### config.mk
export PLATFORM = sky130hd
export DESIGN_NAME = vga_mem_arbiter
export DESIGN_NICKNAME = d
export VERILOG_FILES = /design/src/rtl/vga_arb_pkg.sv /design/src/rtl/vga_arb_stats.sv /design/src/rtl/vga_mem_arbiter.sv
export SDC_FILE = /design/constraint.sdc
export NUM_CORES = 1
export LEC_CHECK = 0
export BUFFER_PORTS_ARGS = -buffer_cell sky130_fd_sc_hd__buf_2
export CAP_MARGIN = 15
export CORE_MARGIN = 2
export CORE_UTILIZATION = 48
export CTS_CLUSTER_SIZE = 24
export DETAILED_ROUTE_END_ITERATION = 16
export PLACE_DENSITY = 0.88
export SLEW_MARGIN = 20
export SYNTH_ARGS = -nofsm -noshare
export SYNTH_HDL_FRONTEND = slang
export SYNTH_SLANG_ARGS = --single-unit
### constraint.sdc
create_clock -name clk -period 6.2 [get_ports clk]
set_clock_uncertainty 0.2 [all_clocks]
set_input_delay 0 -clock clk [delete_from_list [all_inputs] [get_ports clk]]
set_output_delay 0 -clock clk [all_outputs]
set_load 0.02 [all_outputs]
### src/rtl/vga_arb_pkg.sv
// Shared definitions for the VGA/CPU memory arbiter.
//   owner_t    : which requester issued the read currently in flight
//   ADDR_W_DEF : default memory address width
//   DATA_W_DEF : default memory data width
//   STAT_W     : width of the stall statistics counter
package vga_arb_pkg;

  typedef enum logic [1:0] {
    OWN_NONE = 2'd0,
    OWN_VGA  = 2'd1,
    OWN_CPU  = 2'd2
  } owner_t;

  localparam int unsigned ADDR_W_DEF = 16;
  localparam int unsigned DATA_W_DEF = 16;
  localparam int unsigned STAT_W     = 16;

endpackage

### src/rtl/vga_arb_stats.sv
// Saturating event counter used for CPU stall statistics.
//   clk   in  : system clock
//   reset in  : asynchronous active-high reset, clears the count
//   inc   in  : count this cycle
//   count out : current count, sticks at all-ones
module vga_arb_stats
  import vga_arb_pkg::*;
#(
  parameter int unsigned W = STAT_W
) (
  input  logic         clk,
  input  logic         reset,
  input  logic         inc,
  output logic [W-1:0] count
);

  always_ff @(posedge clk or posedge reset) begin
    if (reset) begin
      count <= '0;
    end else if (inc && (count != '1)) begin
      count <= count + 1'b1;
    end
  end

endmodule

### src/rtl/vga_mem_arbiter.sv
// Arbiter sharing one single-port, 1-cycle-latency RAM between the VGA pixel
// fetcher and the CPU. VGA has priority while bright=1, limited by a
// starvation counter; the CPU has priority during blanking; an urgent VGA
// request always wins. Read data is steered back to the requester that owned
// the issuing cycle.
// Ports:
//   clk, reset                    : clock, asynchronous active-high reset
//   bright                        : 1 = visible region, 0 = blanking
//   vga_req/urgent/addr           : VGA read request
//   vga_gnt/rvalid/rdata          : VGA grant and returned data
//   cpu_req/we/addr/wdata         : CPU read/write request
//   cpu_stall/rvalid/rdata        : CPU stall and returned data
//   mem_en/we/addr/wdata, mem_rdata : RAM interface
//   stat_stall                    : CPU stall-cycle count
// Build option: define VGA_ARB_STATS_EN to build the stall counter; otherwise
// stat_stall is tied to zero.
module vga_mem_arbiter
  import vga_arb_pkg::*;
#(
  parameter int unsigned ADDR_W     = ADDR_W_DEF,
  parameter int unsigned DATA_W     = DATA_W_DEF,
  parameter int unsigned STARVE_MAX = 4
) (
  input  logic              clk,
  input  logic              reset,
  input  logic              bright,
  input  logic              vga_req,
  input  logic              vga_urgent,
  input  logic [ADDR_W-1:0] vga_addr,
  output logic              vga_gnt,
  output logic              vga_rvalid,
  output logic [DATA_W-1:0] vga_rdata,
  input  logic              cpu_req,
  input  logic              cpu_we,
  input  logic [ADDR_W-1:0] cpu_addr,
  input  logic [DATA_W-1:0] cpu_wdata,
  output logic              cpu_stall,
  output logic              cpu_rvalid,
  output logic [DATA_W-1:0] cpu_rdata,
  output logic              mem_en,
  output logic              mem_we,
  output logic [ADDR_W-1:0] mem_addr,
  output logic [DATA_W-1:0] mem_wdata,
  input  logic [DATA_W-1:0] mem_rdata,
  output logic [STAT_W-1:0] stat_stall
);

  localparam int unsigned CNT_W = $clog2(STARVE_MAX + 1);

  logic [CNT_W-1:0]  starve_cnt;
  owner_t            rd_owner;
  logic              gnt_cpu;
  logic [ADDR_W-1:0] addr_q;
  logic [DATA_W-1:0] wdata_q;
  logic [DATA_W-1:0] vga_rdata_q;
  logic [DATA_W-1:0] cpu_rdata_q;

  // Grants are gated by reset so every output reads zero while it is held.
  always_comb begin
    vga_gnt = 1'b0;
    gnt_cpu = 1'b0;
    if (!reset) begin
      if (vga_req && vga_urgent)                            vga_gnt = 1'b1;
      else if (!bright && cpu_req)                          gnt_cpu = 1'b1;
      else if (cpu_req && starve_cnt == CNT_W'(STARVE_MAX)) gnt_cpu = 1'b1;
      else if (vga_req)                                     vga_gnt = 1'b1;
      else if (cpu_req)                                     gnt_cpu = 1'b1;
    end
  end

  // Address/write data hold their last issued value on idle cycles.
  always_comb begin
    mem_en    = vga_gnt | gnt_cpu;
    mem_we    = gnt_cpu & cpu_we;
    mem_addr  = addr_q;
    mem_wdata = wdata_q;
    if (vga_gnt) begin
      mem_addr = vga_addr;
    end else if (gnt_cpu) begin
      mem_addr  = cpu_addr;
      mem_wdata = cpu_wdata;
    end
  end

  assign cpu_stall  = cpu_req & ~gnt_cpu & ~reset;
  assign vga_rvalid = (rd_owner == OWN_VGA);
  assign cpu_rvalid = (rd_owner == OWN_CPU);
  assign vga_rdata  = vga_rvalid ? mem_rdata : vga_rdata_q;
  assign cpu_rdata  = cpu_rvalid ? mem_rdata : cpu_rdata_q;

  always_ff @(posedge clk or posedge reset) begin
    if (reset) begin
      starve_cnt  <= '0;
      rd_owner    <= OWN_NONE;
      addr_q      <= '0;
      wdata_q     <= '0;
      vga_rdata_q <= '0;
      cpu_rdata_q <= '0;
    end else begin
      if (gnt_cpu || !cpu_req) begin
        starve_cnt <= '0;
      end else if (vga_gnt && starve_cnt != CNT_W'(STARVE_MAX)) begin
        starve_cnt <= starve_cnt + 1'b1;
      end

      if (vga_gnt)                  rd_owner <= OWN_VGA;
      else if (gnt_cpu && !cpu_we)  rd_owner <= OWN_CPU;
      else                          rd_owner <= OWN_NONE;

      addr_q  <= mem_addr;
      wdata_q <= mem_wdata;
      if (vga_rvalid) vga_rdata_q <= mem_rdata;
      if (cpu_rvalid) cpu_rdata_q <= mem_rdata;
    end
  end

`ifdef VGA_ARB_STATS_EN
  vga_arb_stats #(.W(STAT_W)) u_stats (
    .clk   (clk),
    .reset (reset),
    .inc   (cpu_stall),
    .count (stat_stall)
  );
`else
  assign stat_stall = '0;
`endif

endmodule

## Word level (Yosys, flattened, before mapping)

Index checks and enable logic that the tools add are counted.
W data, S select, Z words.

- Flip-flop bits (word level): 69
- Bits in latches: 0
- RAM bits: 0
- Bits in read-only memories: 0
- Input bits: 71
- Output and inout port bits: 86
- Logic and storage cells: 48
- Memories kept: 0

- Add/subtract/negate cells: 1
- $mul: 0
- Div/mod/pow operators: 0
- $lt $le $gt $ge: 0
- Eq/ne operators: 4
- Shift-type cells: 0
- Multiplexer cells: 21
- Bitwise logic cells: 6
- Reductions and logical operators: 10

Operators with widths:

| kind | count |
|---|---|
| $mux W16 | 6 |
| $mux W1 | 11 |
| $mux W3 | 2 |
| $logic_and A1 B1 Y1 | 5 |
| $mux W2 | 2 |
| $add A3 B1 Y3 const B | 1 |
| $and A1 B1 Y1 | 3 |
| $eq A3 B3 Y1 const B | 1 |
| $logic_not A1 Y1 | 3 |
| $ne A3 B3 Y1 const B | 1 |
| $eq A2 B1 Y1 const B | 1 |
| $eq A2 B2 Y1 const B | 1 |
| $not A1 Y1 | 2 |
| $reduce_bool A2 Y1 | 1 |
| $logic_or A1 B1 Y1 | 1 |
| $or A1 B1 Y1 | 1 |

## Depth between registers and ports, before layout

Gate-level depths: netlist (run 1).

- Depth in word-level cells: 9
- Gate-level depth with buffers: 7
- Mapped depth without buffers: 5

## Worst setup path before layout (run 1)

No wires, ideal clock.

- Path kind: register to register
- Start point: reg starve_cnt[0]
- End point: reg wdata_q[10]
- Library setup time: 148 ps
- Arrival time: 1812 ps
- Data required time: 5852 ps
- Setup slack: 4041 ps
- Cell stages (with the launch flop): 7
- Path buffers: 1
- Period minus slack after synthesis: 2159 ps
- Path through: dfrtp_1 -> inv_1 -> ha_1 -> nand2_1 -> a311oi_4 -> buf_6 -> mux2_2

- Longest elaborated chain between the ends: 8
- Elaborated cells between the ends (all ways): 12
- Classes of those cells: 1 x eq/ne; 10 x mux; 1 x reduce/logical

RTL lines:

| element | RTL line | text |
|---|---|---|
| start, declared | vga_mem_arbiter.sv:50 | `logic [CNT_W-1:0] starve_cnt;` |
| start signal, assigned | vga_mem_arbiter.sv:103 | `starve_cnt <= starve_cnt + 1'b1;` |
| $eq A3 B3 Y1 * | vga_mem_arbiter.sv:65 | `else if (cpu_req && starve_cnt == CNT_W'(STARVE_MAX)) gnt_cpu = 1'b1;` |
| $logic_and A1 B1 Y1 * | vga_mem_arbiter.sv:65 |  |
| $mux W1 | vga_mem_arbiter.sv:65 |  |
| $mux W1 | vga_mem_arbiter.sv:64 | `else if (!bright && cpu_req) gnt_cpu = 1'b1;` |
| $mux W1 | vga_mem_arbiter.sv:63 | `if (vga_req && vga_urgent) vga_gnt = 1'b1;` |
| $mux W1 | vga_mem_arbiter.sv:62 | `if (!reset) begin` |
| $mux W16 | vga_mem_arbiter.sv:79 | `end else if (gnt_cpu) begin` |
| $mux W16 * | vga_mem_arbiter.sv:77 | `if (vga_gnt) begin` |
| via mem_wdata[10] | vga_mem_arbiter.sv:43 | `output logic [DATA_W-1:0] mem_wdata,` |
| end signal, assigned | vga_mem_arbiter.sv:111 | `wdata_q <= mem_wdata;` |
| end, declared | vga_mem_arbiter.sv:54 | `logic [DATA_W-1:0] wdata_q;` |

The timed path passes the listed nets; every way through them passes the cells marked *.
A chain may end at the register's enable or synchronous reset.

## Final worst setup path (run 1)

- Start point: reg starve_cnt[0]
- End point: reg addr_q[0]

- Longest elaborated chain between the ends: 8
- Elaborated cells between the ends (all ways): 12
- Classes of those cells: 1 x eq/ne; 10 x mux; 1 x reduce/logical

RTL lines:

| element | RTL line | text |
|---|---|---|
| $eq A3 B3 Y1 * | vga_mem_arbiter.sv:65 |  |
| $logic_and A1 B1 Y1 * | vga_mem_arbiter.sv:65 |  |
| $mux W1 | vga_mem_arbiter.sv:65 |  |
| $mux W1 | vga_mem_arbiter.sv:64 |  |
| $mux W1 | vga_mem_arbiter.sv:63 |  |
| $mux W1 | vga_mem_arbiter.sv:62 |  |
| $mux W16 | vga_mem_arbiter.sv:79 |  |
| $mux W16 * | vga_mem_arbiter.sv:77 |  |
| end signal, assigned | vga_mem_arbiter.sv:110 | `addr_q <= mem_addr;` |
| end, declared | vga_mem_arbiter.sv:53 | `logic [ADDR_W-1:0] addr_q;` |

Every way passes the cells marked *; elsewhere a longest branch is shown, timed or not.

==> out/qor.yml, run 1 <==
grt_usage: 0.251
hold_class: "in2reg"
synth.avg_cell_area_um2: 14.2
ir_drop_uv: 182
ys_seq_area_frac: 0.583
antenna_found_initial: 0
cts_setup_buffers: 0
viasPerCell: 5.00
max_freq_ghz: 0.363
p_sw_mw: 0.418
dp_hpwl_um: 4850
switching_share: 0.309
slew_headroom: 0.400
cts_tree: "done"
path_clk_slew_ps: 70
die_h_um: 82.6
seq_power_share: 0.410
syn2layout_area_growth_pct: 53.7
clkPwrFrac: 0.272
postRouteAntennaNets: 0
placementRows: 28
maxCapViolCount: 0
yosysUniqueCellTypes: 33
leakage_nw: 2.26
cp.arrival_ps: 2820
die_area_mm2: 0.00682
maxSlewViolCount: 0
antenna_cells: 0
synth-seq-cells: 69
wl_um: 8210
cts_buffers: 9
post-route-period-util: 0.445
num-nets-final: 495
power_mw: 1.35
htreeDepth: 3
layout-drive-gt1-share: 0.492
gp_congestion: 0.809
cp_max_fo: 18
hold_viol: 0
grt_setup_unrepaired: "false"
clkLatencyLatePin_ps: 330
status: "finished clean"
clk_root_buffer_cell: "clkbuf_8"
first_iter_violations: 95
grtUsageMet2: 0.465
ctsResizeCount: 0
netlist_instances: 209
die_w_um: 82.6
io_pins: 157
grt_overflow: 0
grtUsageMet1: 0.261
cp-end-kind: "flop"
grt_pass1_wl_um: 12500
startpoint_type: "flop"
grt_max_degree: 70
combPwrFrac: 0.318
synth_warnings: 0
placed_cell_area_mm2: 0.00364
met3_usage: 0.0533
vias: 2502
start_util: 0.497
drc: 0
clock-sinks: 69
coreArea_mm2: 0.00596
setup-violations-final: 0
fin_setup_tns_ps: 0
p_int_mw: 0.935
synth_area_mm2: 0.00296
clock_path_buffers: 2
cp.required_ps: 6260
avgRoutedWirePerCell_um: 16.4
grt.busiest_layer: "met2"
nFillCells: 392
port_buffers: 140
final_area_mm2: 0.00455
critPathKind: "reg2reg"
worst_slew_pin_slew_ps: 897
grt_pass1_vias: 2678
dr.pass1.iters: 4
fin_crit_ps: 2760
power_density_mw_per_mm2: 297
through the flow:
stage	util	setup slack, ps	hold WS (ps)	instances
4_1_cts	0.764	3500	22.6	500
6_report	0.764	3440	58.3	500
5_1_grt	0.764	3340	80.7	500
3_3_place_gp	0.612	3970	1.67	415
2_1_floorplan	-	4040	-134	224
3_5_place_dp	0.612	3880	4.32	415
placed cells by master (no fill, tap or decap), types with 2 or more instances in the layout:
cell           Yosys  final
a221o_1           16     16
a31oi_1            2      2
and2_1            17     17
buf_2              3    140
buf_4             17      2
clkbuf_8           0     12
conb_1             1     16
dfrtp_1           69     69
dlygate4sd3_1      0     71
ha_1               2      2
inv_1              5      4
inv_2              1      2
mux2_2            48     48
nor2b_1            4      3
layout make-up:
cell class	instances	area [um^2]	area share
sequential	69	1730	0.379
timing repair buffer	213	1430	0.313
multi-input combinational	123	1080	0.238
clock buffer	13	169	0.0371
tap	75	93.8	0.0206
clock inverter	1	30.0	0.00660
inverter	6	22.5	0.00495
critical path: stages (launching register included):
cell	delay, ps
dfrtp_1	390
inv_1	60
ha_1	230
a21boi_0	250
o31a_1	650
a221o_1	350
dlygate4sd3_1	560
routing by layer:
layer | wire (um) | vias up
li1 | - | 1150
met1 | 2950 | 1208
met2 | 4520 | 118
met3 | 485 | 26
met4 | 254 | 0
met5 | 0 | -
power groups by stage:
stage / clock, mW / combinational, mW / sequential [mW]
after global placement: 0 / 0.368 / 0.556
final: 0.368 / 0.430 / 0.555
after CTS: 0.376 / 0.425 / 0.555
after detailed placement: 0 / 0.377 / 0.563
after global routing: 0.400 / 0.459 / 0.562
after floorplan: 0 / 0.264 / 0.552
state kept, by name, summed over array words and instances (netlist names):
signal,count
addr_q,16
vga_rdata_q,16
wdata_q,16
cpu_rdata_q,16
rd_owner,2
starve_cnt,3
kinds of logic (layout without fill, tap and decap cells):
family | Yosys count | count (layout) | synth area share
buffers and inverters | 32 | 233 | 0.0709
adder cells (fa/ha/maj) | 2 | 2 | 0.00844
multiplexers | 48 | 48 | 0.182
AO/OA/AOI/OAI | 29 | 29 | 0.0946
flip-flops | 69 | 69 | 0.583
AND/OR/NAND/NOR | 28 | 28 | 0.0595
other | 1 | 16 | 0.00127
final timing paths:
| check | start | to | slack, ps | depth (start not counted) |
|---|---|---|---|---|
| min in group asynchronous | reset | starve_cnt[0]$_DFFE_PP0P_ | 290 | 4 |
| max in group asynchronous | reset | addr_q[3]$_DFF_PP0_ | 4940 | 4 |
| max reg2reg | starve_cnt[0]$_DFFE_PP0P_ | addr_q[0]$_DFF_PP0_ | 3440 | 6 |
| min | vga_urgent | starve_cnt[1]$_DFFE_PP0P_ | 60 | 4 |
| min reg2reg | cpu_rdata_q[9]$_DFF_PP0_ | cpu_rdata_q[9]$_DFF_PP0_ | 300 | 1 |
| max | starve_cnt[0]$_DFFE_PP0P_ | addr_q[0]$_DFF_PP0_ | 3440 | 6 |
cells in the mapped netlist:
cell type	n	area, um^2
o2111ai_1	1	8.76
nand3_1	1	5.00
a31oi_1	2	12.5
nand4_1	1	6.26
and4_1	1	8.76
a311oi_4	1	26.3
a221o_1	16	160
o211a_1	1	10.0
a21o_1	1	7.51
o21bai_1	1	7.51
ha_1	2	25.0
mux2_2	48	541
nor2b_1	4	25.0
a31o_2	1	8.76
buf_6	3	33.8
nand2_1	1	3.75
or3b_2	1	8.76
inv_1	5	18.8
conb_1	1	3.75
a21boi_0	1	7.51
nor4_1	1	6.26
nand2b_1	1	6.26
buf_1	1	3.75
o31a_1	1	8.76
and2_1	17	106
inv_2	1	3.75
buf_2	3	15.0
dfrtp_1	69	1730
a211oi_1	1	7.51
clkbuf_1	2	7.51
buf_4	17	128
a41o_1	1	10.0
o21ai_0	1	5.00
timing repair:
item	in CTS	in global routing
endpoints found under the setup margin	0	0
hold buffers	71	0
endpoints found under the hold margin	137	0
(Power assumes the default switching activity.)
==> inputs of run 2 (changes only) <==
CORE_UTILIZATION = 40   (was 48)
PLACE_DENSITY = 0.78   (was 0.88)
clock period = 2.3 ns   (was 6.2 ns; I/O delays follow)
==> out/qor.yml, run 2 (synthesis gave the netlist of run 1 again) <==
die_area_mm2: 0.00811
max_freq_ghz: 0.426
grt_pass1_vias: 2840
grt_max_degree: 38
antenna_found_initial: 0
placementRows: 31
clock-sinks: 69
clk_root_buffer_cell: "clkbuf_8"
maxCapViolCount: 0
final_cell_mix: "buf_2 (109), dlygate4sd3_1 (72), dfrtp_1 (69), mux2_2 (32), buf_4 (30)"
vias: 2704
grt_overflow: 0
cts_buffers: 9
gp_congestion: 0.704
path_clk_slew_ps: 80
htreeDepth: 3
avgRoutedWirePerCell_um: 17.6
nFillCells: 490
io_pins: 157
grt_usage: 0.225
post-route-util: 0.715
first_iter_violations: 114
viasPerCell: 4.85
power_density_mw_per_mm2: 750
slew_headroom: 0.533
grt_pass1_wl_um: 14200
start_util: 0.411
mostFrequentLayoutCell: "buf_2"
wl_um: 9800
clkLatencyLatePin_ps: 340
antenna_cells: 0
layout-drive-gt1-share: 0.533
syn2layout_area_growth_pct: 74.1
critPathKind: "reg2out"
die_w_um: 90.1
final-instance-count-excl-fill: 557
drc: 0
post-route-period-util: 1.02
place_inst: 444
cp.arrival_ps: 2150
dr.pass1.iters: 4
postRouteAntennaNets: 0
pre_cts_ws_ps: 69.7
grt_setup_unrepaired: "true"
die_h_um: 90.1
startpoint_type: "flop"
cts_tree: "done"
cp-end-kind: "output pin"
clock_path_buffers: 2
setup-violations-final: 21
cp.required_ps: 2100
hold_class: "in2async"
hold_viol: 0
leakage_nw: 2.53
coreArea_mm2: 0.00721
hold_slack_ps: 146
port_buffers: 140
violations: "setup timing"
ir_drop_uv: 426
dp_hpwl_um: 4920
maxSlewViolCount: 0
num-nets-final: 526
status: "finished, violations left"
worst_slew_pin_slew_ps: 699
fin_crit_ps: 2350
cp_max_fo: 6
setup_ws_ps: -47.5
run 2: cell types whose count changed in the layout (fill, tap and decap cells not counted), sizes merged:
cell	delta
clkinv	+2
clkinvlp	+1
buf	+29
dlygate4sd3	+1
run 2: repair_timing:
item                       CTS  global route
setup endpoints to repair   33            33
hold buffers                72             0
pin swaps                    3            14
hold endpoints to repair   101             0
buffers inserted             6            16
gates cloned                 2             1
gates resized for setup     32            53
run 2: area by class of cell:
| cell class | instances | area (um^2) | share of cell area |
|---|---|---|---|
| clock buffer | 12 | 145 | 0.0281 |
| sequential | 69 | 1730 | 0.335 |
| inverter | 6 | 22.5 | 0.00437 |
| clock inverter | 4 | 47.5 | 0.00922 |
| multi-input combinational | 123 | 1160 | 0.226 |
| timing repair buffer | 244 | 1930 | 0.374 |
| tap | 99 | 124 | 0.0240 |
run 2: path summary, 6_finish.rpt:
check,startpoint,endpoint,slack (ps),depth (start not counted)
max reg2reg,starve_cnt[1]$_DFFE_PP0P_,starve_cnt[2]$_DFFE_PP0P_,120,8
min,reset,wdata_q[15]$_DFF_PP0_,150,3
max,starve_cnt[1]$_DFFE_PP0P_,mem_wdata[7],-50,8
max in group asynchronous,reset,vga_rdata_q[11]$_DFF_PP0_,1090,4
min in group clk,cpu_we,rd_owner[1]$_DFF_PP0_,220,3
min reg2reg,cpu_rdata_q[12]$_DFF_PP0_,cpu_rdata_q[12]$_DFF_PP0_,300,1
run 2: stage by stage:
| stage | instance area (um^2) | setup TNS, ps | power [mW] |
|---|---|---|---|
| after floorplan | 3020 | 0 | 2.20 |
| after CTS | 4840 | -144 | 3.68 |
| final | 5160 | -511 | 3.87 |
| after global routing | 5160 | -2130 | 4.05 |
| after detailed placement | 3740 | 0 | 2.54 |
| after global placement | 3740 | 0 | 2.51 |
run 2: critical path, cell delays in order (launching register included):
cell,delay [ps]
dfrtp_1,410
inv_2,90
ha_4,150
nand2_4,60
a311oi_4,300
buf_6,180
buf_8,140
mux2_4,330
buf_6,140
run 2: report_power, final:
| group | switching, mW | internal (mW) |
|---|---|---|
| Clock | 0.448 | 0.528 |
| Combinational | 0.710 | 0.683 |
| Sequential | 0.0660 | 1.43 |
run 2: routing by layer:
layer / track usage / wire length [um]
met2: 0.419 / 5340
met5: 0 / 0
met3: 0.0578 / 522
met4: 0.101 / 251
met1: 0.237 / 3690
